<file path="src/rtl/pipe_ctrl_pkg.sv">
// ============================================================================
// Module      : pipe_ctrl_pkg
// Description : Shared types and constants for the pipeline hazard controller.
// Revision    : 1.0 - initial release
// ============================================================================
`default_nettype none

package pipe_ctrl_pkg;

  typedef enum logic [1:0] {
    RUN    = 2'd0,
    DRAIN  = 2'd1,
    HALTED = 2'd2
  } state_e;

  typedef struct packed {
    logic       valid;
    logic [2:0] rd;
  } sb_slot_t;

  localparam logic [3:0] OP_HALT = 4'b0001;
  localparam logic [3:0] OP_ST   = 4'b0111;
  localparam logic [3:0] OP_LD   = 4'b1000;

  function automatic logic slot_match(input sb_slot_t s, input logic [2:0] r);
    return s.valid && (s.rd == r);
  endfunction

endpackage

`default_nettype wire

</file>
<file path="src/rtl/hazard_scoreboard.sv">
// ============================================================================
// Module      : hazard_scoreboard
// Description : EX/MEM/WB destination scoreboard with decode-source comparators.
// Revision    : 1.0 - initial release
// ============================================================================
`default_nettype none

module hazard_scoreboard
  import pipe_ctrl_pkg::*;
(
  input  logic       clk,
  input  logic       rst,
  input  logic       i_issue,
  input  logic       i_wr_en,
  input  logic [2:0] i_wr_reg,
  input  logic       i_id_valid,
  input  logic [2:0] i_rs,
  input  logic       i_uses_rs,
  input  logic [2:0] i_rdrq,
  input  logic       i_uses_rdrq,
  output logic       o_hazard,
  output logic       o_all_empty
);

  sb_slot_t r_ex;
  sb_slot_t r_mem;
  sb_slot_t r_wb;
  sb_slot_t w_ex_next;
  logic     w_rs_hit;
  logic     w_rdrq_hit;

  always_comb begin
    w_ex_next = '0;
    if (i_issue) begin
      w_ex_next = '{valid: i_wr_en, rd: i_wr_reg};
    end
  end

  always_ff @(posedge clk or posedge rst) begin
    if (rst) begin
      r_ex  <= '0;
      r_mem <= '0;
      r_wb  <= '0;
    end else begin
      r_ex  <= w_ex_next;
      r_mem <= r_ex;
      r_wb  <= r_mem;
    end
  end

  // WB is excluded: the register file writes in the first half-cycle.
  always_comb begin
    w_rs_hit    = i_uses_rs   && (slot_match(r_ex, i_rs)   || slot_match(r_mem, i_rs));
    w_rdrq_hit  = i_uses_rdrq && (slot_match(r_ex, i_rdrq) || slot_match(r_mem, i_rdrq));
    o_hazard    = i_id_valid && (w_rs_hit || w_rdrq_hit);
    o_all_empty = !r_ex.valid && !r_mem.valid && !r_wb.valid;
  end

endmodule

`default_nettype wire

</file>
<file path="src/rtl/pipeline_ctrl.sv">
// ============================================================================
// Module      : pipeline_ctrl
// Description : Stall/flush/halt controller for a 3-stage-after-decode pipeline.
// Revision    : 1.0 - initial release
// ============================================================================
`default_nettype none

module pipeline_ctrl
  import pipe_ctrl_pkg::*;
#(
  parameter int STALL_CNT_W = 16
) (
  input  logic                   clk,
  input  logic                   rst,
  input  logic                   id_valid,
  input  logic [2:0]             id_rs,
  input  logic [2:0]             id_rdrq,
  input  logic                   id_uses_rs,
  input  logic                   id_uses_rdrq,
  input  logic                   id_write_en,
  input  logic [2:0]             id_write_reg,
  input  logic                   id_halt,
  input  logic                   ex_branch_taken,
  output logic                   pc_hold,
  output logic                   ifid_hold,
  output logic                   ifid_flush,
  output logic                   idex_bubble,
  output logic                   halted,
  output logic [STALL_CNT_W-1:0] stall_count
);

  localparam logic [STALL_CNT_W-1:0] c_cnt_one = {{(STALL_CNT_W-1){1'b0}}, 1'b1};

  state_e                 r_state;
  state_e                 w_state_next;
  logic [STALL_CNT_W-1:0] r_stall_cnt;
  logic                   w_hazard;
  logic                   w_all_empty;
  logic                   w_issue;
  logic                   w_stall_inc;

  hazard_scoreboard u_scoreboard (
    .clk         (clk),
    .rst         (rst),
    .i_issue     (w_issue),
    .i_wr_en     (id_write_en),
    .i_wr_reg    (id_write_reg),
    .i_id_valid  (id_valid),
    .i_rs        (id_rs),
    .i_uses_rs   (id_uses_rs),
    .i_rdrq      (id_rdrq),
    .i_uses_rdrq (id_uses_rdrq),
    .o_hazard    (w_hazard),
    .o_all_empty (w_all_empty)
  );

  always_ff @(posedge clk or posedge rst) begin
    if (rst) begin
      r_state <= RUN;
    end else begin
      r_state <= w_state_next;
    end
  end

  always_comb begin
    w_state_next = r_state;
    w_issue      = 1'b0;
    w_stall_inc  = 1'b0;
    pc_hold      = 1'b0;
    ifid_hold    = 1'b0;
    ifid_flush   = 1'b0;
    idex_bubble  = 1'b0;
    halted       = 1'b0;

    if (rst) begin
      pc_hold     = 1'b1;
      ifid_flush  = 1'b1;
      idex_bubble = 1'b1;
    end else begin
      case (r_state)
        RUN: begin
          // A taken branch squashes the decode instruction, so it outranks any stall.
          if (ex_branch_taken) begin
            ifid_flush  = 1'b1;
            idex_bubble = 1'b1;
          end else if (w_hazard) begin
            pc_hold     = 1'b1;
            ifid_hold   = 1'b1;
            idex_bubble = 1'b1;
            w_stall_inc = 1'b1;
          end else if (id_valid) begin
            w_issue = 1'b1;
            if (id_halt) begin
              w_state_next = DRAIN;
            end
          end
        end
        DRAIN: begin
          // A redirect while draining means the halt itself was on the wrong path.
          if (ex_branch_taken) begin
            ifid_flush   = 1'b1;
            idex_bubble  = 1'b1;
            w_state_next = RUN;
          end else begin
            pc_hold     = 1'b1;
            ifid_flush  = 1'b1;
            idex_bubble = 1'b1;
            if (w_all_empty) begin
              w_state_next = HALTED;
            end
          end
        end
        HALTED: begin
          halted      = 1'b1;
          pc_hold     = 1'b1;
          idex_bubble = 1'b1;
        end
        default: begin
          w_state_next = RUN;
        end
      endcase
    end
  end

  always_ff @(posedge clk or posedge rst) begin
    if (rst) begin
      r_stall_cnt <= '0;
    end else if (w_stall_inc && (r_stall_cnt != '1)) begin
      r_stall_cnt <= r_stall_cnt + c_cnt_one;
    end
  end

  assign stall_count = r_stall_cnt;

endmodule

`default_nettype wire

</file>
<file path="config.mk">
export PLATFORM = sky130hd
export DESIGN_NAME = pipeline_ctrl
export DESIGN_NICKNAME = d
export VERILOG_FILES = /design/src/rtl/pipe_ctrl_pkg.sv /design/src/rtl/hazard_scoreboard.sv /design/src/rtl/pipeline_ctrl.sv
export SDC_FILE = /design/constraint.sdc
export NUM_CORES = 1
export LEC_CHECK = 0
export ABC_AREA = 1
export ABC_CLOCK_PERIOD_IN_PS = 2000
export CORE_ASPECT_RATIO = 0.5
export CORE_MARGIN = 1.5
export CORE_UTILIZATION = 50
export DETAILED_ROUTE_END_ITERATION = 10
export GPL_TIMING_DRIVEN = 0
export MAX_ROUTING_LAYER = met4
export PLACE_DENSITY = 0.76
export SLEW_MARGIN = 5
export SYNTH_ARGS = -nofsm -noshare
export SYNTH_HDL_FRONTEND = slang
export SYNTH_SLANG_ARGS = --single-unit
</file>
<file path="constraint.sdc">
create_clock -name clk -period 2 [get_ports clk]
set_clock_uncertainty 0.05 [all_clocks]
set_input_delay 0.3 -clock clk [delete_from_list [all_inputs] [get_ports clk]]
set_output_delay 0.3 -clock clk [all_outputs]
set_load 0.005 [all_outputs]
</file>
==> results of run 1 <==
## cells in the final DEF, fill, tap and decap left out, drive strengths merged
cell type,synthesis,final
nand2,85,85
dfrtp,27,27
nor4,1,1
xnor2,8,8
ha,5,5
dlygate4sd2,0,7
nand4,7,7
dlymetal6s2s,0,2
nor3,2,2
inv,39,38
clkbuf,0,3
nand3b,1,1
o21ai,16,16
xor2,4,4
clkinvlp,0,3
o31ai,1,1
nor2,32,32
buf,3,20
a21oi,1,1
o211ai,1,1
clkdlybuf4s50,0,25
clkinv,1,1
nand3,9,9
## worst min-delay path: cells and delay by family
| family | cells | cell delay [ns] |
|---|---|---|
| buffers and inverters | 3 | 0.68 |
## worst paths after layout
| path | startpoint | to | slack (ns) | cells past startpoint |
|---|---|---|---|---|
| max in group asynchronous | rst | r_state[0]$_DFFE_PP0P_ | 1.20 | 2 |
| worst min register to register | u_scoreboard.r_ex[0]$_DFF_PP0_ | u_scoreboard.r_mem[0]$_DFF_PP0_ | 0.40 | 0 |
| worst max-delay path | u_scoreboard.r_ex[1]$_DFF_PP0_ | idex_bubble | -0.03 | 13 |
| min in group clk | u_scoreboard.r_ex[0]$_DFF_PP0_ | u_scoreboard.r_mem[0]$_DFF_PP0_ | 0.40 | 0 |
| worst min-delay path | rst | stall_count[7]$_DFFE_PP0P_ | 0.29 | 3 |
| worst max register to register | u_scoreboard.r_ex[2]$_DFF_PP0_ | u_scoreboard.r_ex[3]$_DFF_PP0_ | 0.07 | 15 |
## cell usage after synthesis
library cell	number	area share
nor2_2	3	0.011
o211ai_4	1	0.012
buf_6	1	0.0066
buf_4	2	0.0088
o21ai_1	15	0.044
o21ai_0	1	0.0029
nor2_1	29	0.064
nand2_1	83	0.18
nand2_2	2	0.0073
inv_2	1	0.0022
dfrtp_1	27	0.40
nor3_2	1	0.0059
a21oi_1	1	0.0029
nor4_1	1	0.0037
nor3_1	1	0.0029
nand3_1	9	0.026
o31ai_1	1	0.0044
nand4_1	7	0.026
nand3b_1	1	0.0044
xnor2_1	8	0.041
clkinv_1	1	0.0022
xor2_1	4	0.021
ha_1	5	0.037
inv_1	38	0.084
## final cells by class
type	count	share of cell area
repair inverters	1	0.00218
flip-flops and latches	27	0.294
clock inverters	1	0.00327
plain buffers	3	0.0114
well taps	40	0.0218
repair buffers	51	0.199
inverters	40	0.0670
clock buffers	3	0.0180
multi-input cells	173	0.383
## per-layer routing
| layer | up-vias | GRT usage | routed length (um) | part of all wire |
|---|---|---|---|---|
| met5 | - | - | 0 | 0 |
| met4 | 0 | 0.110 | 56 | 0.014 |
| met3 | 7 | 0.0410 | 172 | 0.042 |
| met2 | 36 | 0.372 | 1880 | 0.46 |
| met1 | 761 | 0.306 | 1960 | 0.48 |
| li1 | 856 | - | - | - |
## what timing repair did
action / CTS / global route
gates cloned: 1 / 0
setup endpoints to repair: 6 / 13
pin swaps: 14 / 11
buffers inserted: 11 / 3
gates resized for setup: 25 / 8
## power by group
part	switching (mW)	internal [mW]	leakage [nW]	total [mW]
combinational	0.246	0.202	0.685	0.448
sequential	0.0260	0.577	0.374	0.603
clock	0.173	0.142	0.0217	0.314
## cells by family after synthesis
logic type / Yosys count / share of synthesized area
AOI/OAI and AO/OA: 19 / 0.0669
xor gates and xnor gates: 12 / 0.0617
adders and majority gates: 5 / 0.0367
buffers and inverters: 43 / 0.104
DFF: 27 / 0.397
and+or+nand+nor: 137 / 0.334
## through the flow
step	instance area (um^2)	std cells	worst slack [ns]
2_1_floorplan	1700	243	0.341
3_3_place_gp	2120	320	-0.716
3_5_place_dp	2120	320	-0.697
4_1_cts	2250	336	-0.0175
5_1_grt	2300	339	-0.179
6_report	2300	339	-0.0314
## sequential cells by signal, summed over array words and instances, names as in the netlist
signal / cells
r_state: 2
u_scoreboard.r_ex: 4
u_scoreboard.r_mem: 4
stall_count: 16
u_scoreboard.r_wb: 1
==> impl_metrics.env, run 1 <==
export IMPL_grt_usage=0.237
export IMPL_num_io_pins=38
export IMPL_critical_path_max_fanout=4
export IMPL_worstMarginPinSlew_ns=0.712
export IMPL_crit_path_start_kind="flop"
export IMPL_cts_tree="yes"
export IMPL_worstSkewPairLatency_ns=0.28
export IMPL_req_time_crit_path_ns=1.65
export IMPL_synth_lib_cells_used_distinct=24
export IMPL_period_utilisation_layout=1.02
export IMPL_ir_drop_mv=0.549
export IMPL_cp_max_delay_cell="dfrtp_1"
export IMPL_storage_element_area_um2=676
export IMPL_antennaDiodeCount=0
export IMPL_timing_hold_worst_class="input port to async pin"
export IMPL_timing_critical_path_to_type="primary output"
export IMPL_multi_input_comb_area_um2=881
export IMPL_ctsLongestPathBuffers=2
export IMPL_critical_path_cell_chain="inv_1 > nand2_1 > nand2_1 > nor2_1 > nand2_1 > nand2_1 > nand2_2 > nand2_4 > nand2_2 > nand2_1 > o21ai_1 > nand2_1 > buf_2"
export IMPL_run_status="finished, violations left"
export IMPL_largest_net_degree_at_the_start_of_global_routing=17
export IMPL_fp_coreArea_um2=3120
export IMPL_synth_seq_area_share=0.397
export IMPL_timing_critical_path_mode_cell="nand2_1"
export IMPL_post_synth_cell_area_avg_um2=7.01
export IMPL_setup_violations=1
export IMPL_place_hpwl_um=2800
export IMPL_worst_slack_ns=-0.0314
export IMPL_cts_buffers=3
export IMPL_ctsHoldBuffers=0
export IMPL_drtPass1Iterations=8
export IMPL_ys_ff_latch=27
export IMPL_initial_antenna_violation_count=0
export IMPL_std_cell_rows=14
export IMPL_setup_tns_ns=-0.0314
export IMPL_power_leakage_nw=1.08
export IMPL_report_final_slew_viol_count=0
export IMPL_powerDensity_nw_per_um2=594
export IMPL_rsz0062_at_grt="true"
export IMPL_drive_gt1_frac=0.140
export IMPL_cp_data_arrival_time_ns=1.68
export IMPL_h_tree_depth=1
export IMPL_drtAntennaViolNets=0
export IMPL_layout_min_cycle_time_ns=2.03
export IMPL_drt_initial_drc_count=34
export IMPL_grt_pass1_wl_um=6640
export IMPL_width_of_the_die_um=85.5
export IMPL_first_global_vias=1509
export IMPL_drc=2
export IMPL_wire_per_inst_um=12.0
export IMPL_netlist_area_um2=1700
export IMPL_master_cell_of_the_clock_root_buffer="clkbuf_8"
export IMPL_finalCoreUtilization=0.737
export IMPL_cp_num_buf_inv=2
export IMPL_die_height_um=44.3
export IMPL_synth_net_count=265
export IMPL_failing_checks="design-rule violations, negative setup slack"
export IMPL_via_count=1660
export IMPL_yosysWarnings=0
export IMPL_crit_family="simple AND/OR/NAND/NOR gates"
export IMPL_area_growth_pct=34.9
export IMPL_max_freq_mhz=492
export IMPL_design_die_area_um2=3790
export IMPL_grt_overflow_total=0
export IMPL_placement_io_buffers=37
export IMPL_maxSlewHeadroom=0.523
export IMPL_routed_via_density=4.90
export IMPL_slowest_delay_ns=0.43
export IMPL_max_cap_violations=0
export IMPL_n_fill_cell=250
export IMPL_finalHoldViolCount=0
export IMPL_worst_setup_hold_path_clk_slew_ns=0.09
export IMPL_finish_net_count=322
export IMPL_routabilityCongestion=0.845
export IMPL_clock_sink_count=27
export IMPL_path_class="flop to primary output"
export IMPL_hold_worst_slack_ns=0.286
export IMPL_synthesis_instances=243
export IMPL_wl_um=4070
export IMPL_starting_utilization_of_the_core_area=0.546
export IMPL_finalPower_mw=1.37
(Power assumes the default switching activity.)
==> run 2: changes to the inputs <==
--- a/config.mk
+++ b/config.mk
@@ -5,11 +5,10 @@
 export SDC_FILE = /design/constraint.sdc
 export NUM_CORES = 1
 export LEC_CHECK = 0
-export ABC_AREA = 1
 export ABC_CLOCK_PERIOD_IN_PS = 2000
-export CORE_ASPECT_RATIO = 0.5
+export CORE_ASPECT_RATIO = 1.75
 export CORE_MARGIN = 1.5
-export CORE_UTILIZATION = 50
+export CORE_UTILIZATION = 48
 export DETAILED_ROUTE_END_ITERATION = 10
 export GPL_TIMING_DRIVEN = 0
 export MAX_ROUTING_LAYER = met4
==> run 2 against run 1 <==
Against the previous run:
- the run still ends with design-rule violations, negative setup slack left
- fmax is 11% lower
- core utilization is 6.8 points higher
- power is 12% higher
- register-to-register slack worse by 0.11 ns
- critical path type unchanged
- largest power group is now combinational logic
==> impl_metrics.env, run 2 <==
export IMPL_run_status="finished, violations left"
export IMPL_failing_checks="design-rule violations, negative setup slack"
export IMPL_number_of_enable_type_register_cells_in_the_synthesized_netlist=0
export IMPL_cp_data_arrival_time_ns=1.94
export IMPL_crit_path_start_kind="flop"
export IMPL_ctsLongestPathBuffers=2
export IMPL_master_cell_of_the_clock_root_buffer="clkbuf_8"
export IMPL_h_tree_depth=1
export IMPL_layout_cells_most_common_list="buf_4 (29), clkdlybuf4s50_1 (25), dfrtp_1 (25), xor2_1 (12), nand2_1 (11)"
export IMPL_via_count=1403
export IMPL_area_growth_pct=59.4
export IMPL_final_design_area_no_fill_um2=2330
export IMPL_worst_setup_hold_path_clk_slew_ns=0.09
export IMPL_setup_tns_ns=-0.648
export IMPL_placement_io_buffers=37
export IMPL_num_io_pins=38
export IMPL_flip_flop_count_of_the_largest_register_after_layout=16
export IMPL_period_utilisation_layout=1.15
export IMPL_maxSlewHeadroom=0.539
export IMPL_largest_net_degree_at_the_start_of_global_routing=17
export IMPL_wire_per_inst_um=19.2
export IMPL_drc=3
export IMPL_synth_top_cell_by_area="dfrtp_1"
export IMPL_placed_cells=199
export IMPL_critical_path_cell_chain="xnor2_1 > nand4_1 > nand2_1 > a22oi_2 > buf_4 > or3_1 > o211ai_1 > buf_2"
export IMPL_power_leakage_nw=1.14
export IMPL_std_cell_rows=26
export IMPL_routabilityCongestion=0.837
export IMPL_report_final_slew_viol_count=0
export IMPL_finalHoldViolCount=0
export IMPL_synth_common_cells="dfrtp_1 (27), nand2_1 (13), xnor2_1 (13)"
export IMPL_detailedPlace_worstSlack_ns=-0.984
export IMPL_drive_gt1_frac=0.362
export IMPL_initial_antenna_violation_count=0
export IMPL_width_of_the_die_um=44.7
export IMPL_cts_buffers=3
export IMPL_antennaDiodeCount=0
export IMPL_synth_lib_cells_used_distinct=41
export IMPL_grt_pass1_wl_um=6440
export IMPL_hold_worst_slack_ns=0.243
export IMPL_postSynth_asyncResetShare=1.00
export IMPL_ir_drop_mv=0.423
export IMPL_drtAntennaViolNets=0
export IMPL_layout_min_cycle_time_ns=2.29
export IMPL_synth_seq_area_share=0.462
export IMPL_post_synth_top_count_cell="dfrtp_1"
export IMPL_grt_overflow_total=0
export IMPL_clock_sink_count=27
export IMPL_synth_top_cell_area_share=0.462
export IMPL_powerDensity_nw_per_um2=659
export IMPL_first_global_vias=1411
export IMPL_finalPower_mw=1.53
export IMPL_setup_violations=9
export IMPL_rsz0062_at_grt="true"
export IMPL_post_synth_cell_area_avg_um2=10.9
export IMPL_routed_via_density=5.89
export IMPL_slowest_delay_ns=0.41
export IMPL_drt_initial_drc_count=35
export IMPL_cts_tree="yes"
export IMPL_place_hpwl_um=2630
export IMPL_netlist_area_um2=1460
export IMPL_drtPass1Iterations=11
export IMPL_worstMarginPinSlew_ns=0.688
export IMPL_synthesis_instances=134
export IMPL_timing_hold_worst_class="input port to async pin"
export IMPL_layout_cells_most_common="buf_4"
export IMPL_ys_ff_latch=27
export IMPL_cp_max_delay_cell="dfrtp_1"
export IMPL_path_class="flop to primary output"
export IMPL_ys_top_cells_by_area="dfrtp_1 (46%), xnor2_1 (7.8%), xor2_1 (7.2%)"
export IMPL_place_area_um2=1880
export IMPL_finish_net_count=233
export IMPL_max_freq_mhz=436
export IMPL_finalCoreUtilization=0.805
export IMPL_layoutNonFillerInstCount=238
export IMPL_critical_path_max_fanout=3
export IMPL_worst_slack_ns=-0.291
export IMPL_wl_um=4560
export IMPL_synth_net_count=156
export IMPL_req_time_crit_path_ns=1.65
export IMPL_max_cap_violations=0
export IMPL_yosysWarnings=0
export IMPL_grt_usage=0.258
export IMPL_timing_critical_path_to_type="primary output"
export IMPL_ys_flop_type="dfrtp_1"
export IMPL_design_die_area_um2=3400
export IMPL_die_height_um=76.0
export IMPL_starting_utilization_of_the_core_area=0.505
export IMPL_fp_coreArea_um2=2900
export IMPL_worstSkewPairLatency_ns=0.28
==> run 2: cell types whose count changed in the layout (fill, tap and decap cells not counted), sizes merged, moves of 7 or more <==
cell   change
nand2     -71
inv       -35
nor2      -27
buf       +19
o21ai     -16
xor2       +8
nand3      -7
==> run 2: path summary, 6_finish.rpt <==
kind,start,end,slack (ns),cells past startpoint
setup / recovery,u_scoreboard.r_mem[1]$_DFF_PP0_,idex_bubble,-0.29,8
hold / removal,rst,u_scoreboard.r_mem[3]$_DFF_PP0_,0.24,2
setup reg to reg,r_state[1]$_DFFE_PP0P_,stall_count[5]$_DFFE_PP0P_,-0.04,8
hold reg to reg,u_scoreboard.r_ex[0]$_DFF_PP0_,u_scoreboard.r_mem[0]$_DFF_PP0_,0.40,0
max in group asynchronous,rst,stall_count[1]$_DFFE_PP0P_,1.17,2
min in group clk,u_scoreboard.r_ex[0]$_DFF_PP0_,u_scoreboard.r_mem[0]$_DFF_PP0_,0.40,0
==> run 2: power breakdown <==
group / total [mW] / internal, mW / switching [mW]
clock: 0.320 / 0.142 / 0.178
combinational: 0.613 / 0.331 / 0.282
sequential: 0.602 / 0.575 / 0.0272
==> run 2: routing by layer <==
layer / wire length, um / vias to the layer above / global-route usage / part of all wire
met2: 2570 / 57 / 0.454 / 0.56
met1: 1640 / 701 / 0.276 / 0.36
li1: - / 628 / - / -
met3: 214 / 17 / 0.0355 / 0.047
met5: 0 / - / - / 0
met4: 138 / 0 / 0.100 / 0.030
==> run 2: cells by family (layout without fill, tap and decap cells) <==
group                    Yosys count  count (layout)  share of synthesized area
adder cells (fa/ha/maj)            5               5                     0.0428
AO/OA/AOI/OAI                     11              11                     0.0531
multiplexers                       4               4                     0.0325
AND/OR/NAND/NOR                   56              56                      0.243
flip-flops                        27              27                      0.462
buffers and inverters              6              82                     0.0163
XOR/XNOR                          25              25                      0.150
==> run 2: repair_timing <==
| action | CTS | global route |
|---|---|---|
| gates resized for setup | 35 | 23 |
| cloned | 1 | 0 |
| endpoints found under the setup margin | 26 | 15 |
| hold buffers | 0 | 0 |
| setup buffers | 13 | 22 |
| pin swaps | 10 | 13 |
==> run 2: critical path: cells and delay by family, from the launching register on <==
family / cells / cell delay (ns)
flops: 1 / 0.41
buf+inv: 2 / 0.30
xor+xnor: 1 / 0.17
compound gates: 2 / 0.21
simple gates: 3 / 0.58
==> run 2: final cells by class <==
class / instances / area (um^2)
inverter: 4 / 18.8
timing repair buffer: 71 / 622
timing repair inverter: 1 / 5.00
clock inverter: 1 / 7.51
multi-input combinational: 101 / 896
clock buffer: 3 / 41.3
buffer: 2 / 26.3
tap: 28 / 35.0
sequential: 27 / 678
fill: 185 / 566
==> run 3: changes to the inputs <==
--- a/config.mk
+++ b/config.mk
@@ -11,9 +11,9 @@
 export CORE_UTILIZATION = 48
 export DETAILED_ROUTE_END_ITERATION = 10
 export GPL_TIMING_DRIVEN = 0
-export MAX_ROUTING_LAYER = met4
-export PLACE_DENSITY = 0.76
+export PLACE_DENSITY = 0.75
 export SLEW_MARGIN = 5
 export SYNTH_ARGS = -nofsm -noshare
 export SYNTH_HDL_FRONTEND = slang
+export SYNTH_HIERARCHICAL = 1
 export SYNTH_SLANG_ARGS = --single-unit
==> run 3 against run 2 <==
Against the previous run:
- the flow finishes with violations (negative setup slack)
- worst hold slack got worse by 0.0027 ns
- area after synthesis is 2.8% higher
- cell count down 0.84%
- final area is 1.6% lower
- first-iteration DRC count fell by 34%
- combinational power decreased by 14%
- count of clock-buffer cells in the layout is the same
- die area increased by 2.7%
- register-to-register slack worse by 0.24 ns
- setup slack improved by 0.013 ns
==> impl_metrics.env, run 3 <==
export IMPL_run_status="finished, violations left"
export IMPL_failing_checks="negative setup slack"
export IMPL_net_switching_mw=0.455
export IMPL_synth_seq_area_share=0.450
export IMPL_ys_top_cells_by_area="dfrtp_1 (45%), xnor2_1 (7.6%), xor2_1 (7.6%)"
export IMPL_power_leakage_nw=1.01
export IMPL_fp_coreArea_um2=2960
export IMPL_die_height_um=77.0
export IMPL_cp_data_arrival_time_ns=2.42
export IMPL_post_synth_top_count_cell="dfrtp_1"
export IMPL_number_of_enable_type_register_cells_in_the_synthesized_netlist=0
export IMPL_initial_antenna_violation_count=0
export IMPL_yosysWarnings=6
export IMPL_grt_pass1_wl_um=6680
export IMPL_path_class="flop to flop"
export IMPL_setup_reg_to_reg_worst_slack_ns=-0.28
export IMPL_netlist_area_um2=1500
export IMPL_grt_overflow_total=0
export IMPL_crit_family="compound AO/OA/AOI/OAI gates"
export IMPL_design_die_area_um2=3490
export IMPL_r2r_start="u_scoreboard/r_mem[0]$_DFF_PP0_"
export IMPL_clock_sink_count=27
export IMPL_std_cell_rows=26
export IMPL_crit_path_start_kind="flop"
export IMPL_finish_net_count=219
export IMPL_grt_usage=0.258
export IMPL_report_final_slew_viol_count=0
export IMPL_period_utilisation_layout=1.14
export IMPL_max_cap_violations=0
export IMPL_clock_power_share=0.214
export IMPL_num_io_pins=38
export IMPL_ys_flop_type="dfrtp_1"
export IMPL_worstMarginPinSlew_ns=0.671
export IMPL_drc=0
export IMPL_rsz0062_at_grt="true"
export IMPL_critical_path_max_fanout=4
export IMPL_h_tree_depth=1
export IMPL_via_count=1304
export IMPL_worstSkewPairLatency_ns=0.27
export IMPL_req_time_crit_path_ns=2.14
export IMPL_cts_buffers=3
export IMPL_worst_slack_ns=-0.278
export IMPL_finalHoldViolCount=0
export IMPL_combPwrFrac=0.365
export IMPL_postSynth_asyncResetShare=1.00
export IMPL_place_hpwl_um=2690
export IMPL_timing_hold_worst_class="input port to async pin"
export IMPL_slowest_delay_ns=0.42
export IMPL_placement_io_buffers=37
export IMPL_drtAntennaViolNets=0
export IMPL_cp_max_delay_cell="dfrtp_1"
export IMPL_max_freq_mhz=439
export IMPL_synthesis_instances=139
export IMPL_synth_lib_cells_used_distinct=33
export IMPL_synth_net_count=163
export IMPL_ir_drop_mv=0.521
export IMPL_wl_um=4140
export IMPL_r2r_end="r_state[1]$_DFFE_PP0P_"
export IMPL_ys_ff_latch=27
export IMPL_starting_utilization_of_the_core_area=0.508
export IMPL_largest_net_degree_at_the_start_of_global_routing=16
export IMPL_finalCoreUtilization=0.775
export IMPL_worst_setup_hold_path_clk_slew_ns=0.09
export IMPL_synth_top_cell_by_area="dfrtp_1"
export IMPL_power_share_switching=0.314
export IMPL_master_cell_of_the_clock_root_buffer="clkbuf_8"
export IMPL_synth_top_cell_area_share=0.450
export IMPL_cts_tree="yes"
export IMPL_powerDensity_nw_per_um2=631
export IMPL_wire_per_inst_um=17.5
export IMPL_critical_path_cell_chain="xnor2_1 > nand4_1 > a21oi_1 > a31o_2 > or2_4 > buf_6 > a2111o_1 > a21oi_2 > mux2i_1"
export IMPL_drt_initial_drc_count=23
export IMPL_p_int_mw=0.992
export IMPL_first_global_vias=1412
export IMPL_maxSlewHeadroom=0.551
export IMPL_antennaDiodeCount=0
export IMPL_setup_violations=14
export IMPL_hold_worst_slack_ns=0.241
export IMPL_width_of_the_die_um=45.3
export IMPL_sequentialPowerShare=0.421
export IMPL_area_growth_pct=52.6
export IMPL_layout_cells_most_common="clkdlybuf4s50_1"
export IMPL_routed_via_density=5.53
export IMPL_ctsLongestPathBuffers=2
export IMPL_timing_critical_path_to_type="flop"
export IMPL_layout_cells_most_common_list="clkdlybuf4s50_1 (25), dfrtp_1 (24), xor2_1 (13), xnor2_1 (11), nand4_1 (10)"
export IMPL_drive_gt1_frac=0.294
export IMPL_ff2ff_path_depth=9
export IMPL_post_synth_cell_area_avg_um2=10.8
export IMPL_flip_flop_count_of_the_largest_register_after_layout=16
export IMPL_synth_common_cells="dfrtp_1 (27), xnor2_1 (13), xor2_1 (13)"
export IMPL_routabilityCongestion=0.820
export IMPL_cp_num_buf_inv=1
export IMPL_drtPass1Iterations=6
export IMPL_layout_min_cycle_time_ns=2.28
[run 3: changes by cell type after synthesis, sizes merged, moves of 2 or more]
cell     previous run  this run
ha                  5         7
and2                2         4
o21ai               0         3
nor2                5         7
nor4                2         6
mux2                3         1
nand4               7        11
nor4b               2         0
and3                4         2
a21oi               3         6
a2111oi             0         2
o211ai              2         0
nand2              14         9
[run 3: layer usage]
| metal | global-route usage | up-vias | routed length, um | part of all wire |
|---|---|---|---|---|
| li1 | - | 610 | - | - |
| met1 | 0.275 | 639 | 1450 | 0.35 |
| met2 | 0.489 | 49 | 2430 | 0.59 |
| met3 | 0.0376 | 6 | 215 | 0.052 |
| met4 | 0.0706 | 0 | 43 | 0.010 |
| met5 | 0 | - | 0 | 0 |
[run 3: cell type report]
cell class | count | area, um^2
clock buffer | 3 | 41.3
tap | 42 | 52.6
timing repair buffer | 50 | 467
multi-input combinational | 107 | 1020
sequential | 27 | 679
fill | 197 | 667
inverter | 5 | 22.5
clock inverter | 1 | 5.00
timing repair inverter | 1 | 5.00
[run 3: repair_timing]
item / CTS / global route
endpoints found under the setup margin: 19 / 21
gates resized for setup: 60 / 9
pin swaps: 23 / 4
gates cloned: 1 / 0
setup buffers: 13 / 0
hold endpoints to repair: 0 / 0
hold buffers: 0 / 0
[run 3: power by group through the flow]
stage	registers, mW	logic (mW)	clock network (mW)
4_1_cts	0.606	0.509	0.319
3_5_place_dp	0.622	0.390	0
2_1_floorplan	0.613	0.239	0
6_report	0.608	0.528	0.310
3_3_place_gp	0.616	0.373	0
5_1_grt	0.611	0.576	0.344
[run 3: worst max-delay path by stage]
stage | start | endpoint | cells after the start | slack (ns)
after global placement | id_rs[2] | stall_count[9]$_DFFE_PP0P_ | 10 | -0.69
after global routing | u_scoreboard/r_mem[2]$_DFF_PP0_ | pc_hold | 9 | -0.35
final | u_scoreboard/r_mem[0]$_DFF_PP0_ | r_state[1]$_DFFE_PP0P_ | 9 | -0.28
after floorplan | u_scoreboard/r_ex[0]$_DFF_PP0_ | r_state[1]$_DFFE_PP0P_ | 8 | 0.007
after detailed placement | id_rs[0] | stall_count[11]$_DFFE_PP0P_ | 10 | -0.82
after CTS | u_scoreboard/r_ex[2]$_DFF_PP0_ | r_state[1]$_DFFE_PP0P_ | 9 | -0.27
[run 3: kinds of logic after synthesis]
kind of cell | Yosys count | synth area share
and+or+nand+nor | 57 | 0.237
DFF | 27 | 0.450
xor gates and xnor gates | 26 | 0.152
AOI/OAI and AO/OA | 15 | 0.0741
adders and majority gates | 7 | 0.0583
buffers and inverters | 5 | 0.0125
muxes | 2 | 0.0167
[run 3: metrics by stage]
stage | instances | area [um^2] | setup slack, ns | TNS [ns] | total power [mW]
after global placement | 218 | 1930 | -0.695 | -10.98 | 0.989
after floorplan | 139 | 1510 | 0.00712 | 0 | 0.852
final | 236 | 2290 | -0.278 | -2.11 | 1.45
after detailed placement | 218 | 1930 | -0.819 | -12.66 | 1.01
after global routing | 236 | 2290 | -0.354 | -3.63 | 1.53
after CTS | 236 | 2270 | -0.269 | -2.36 | 1.43
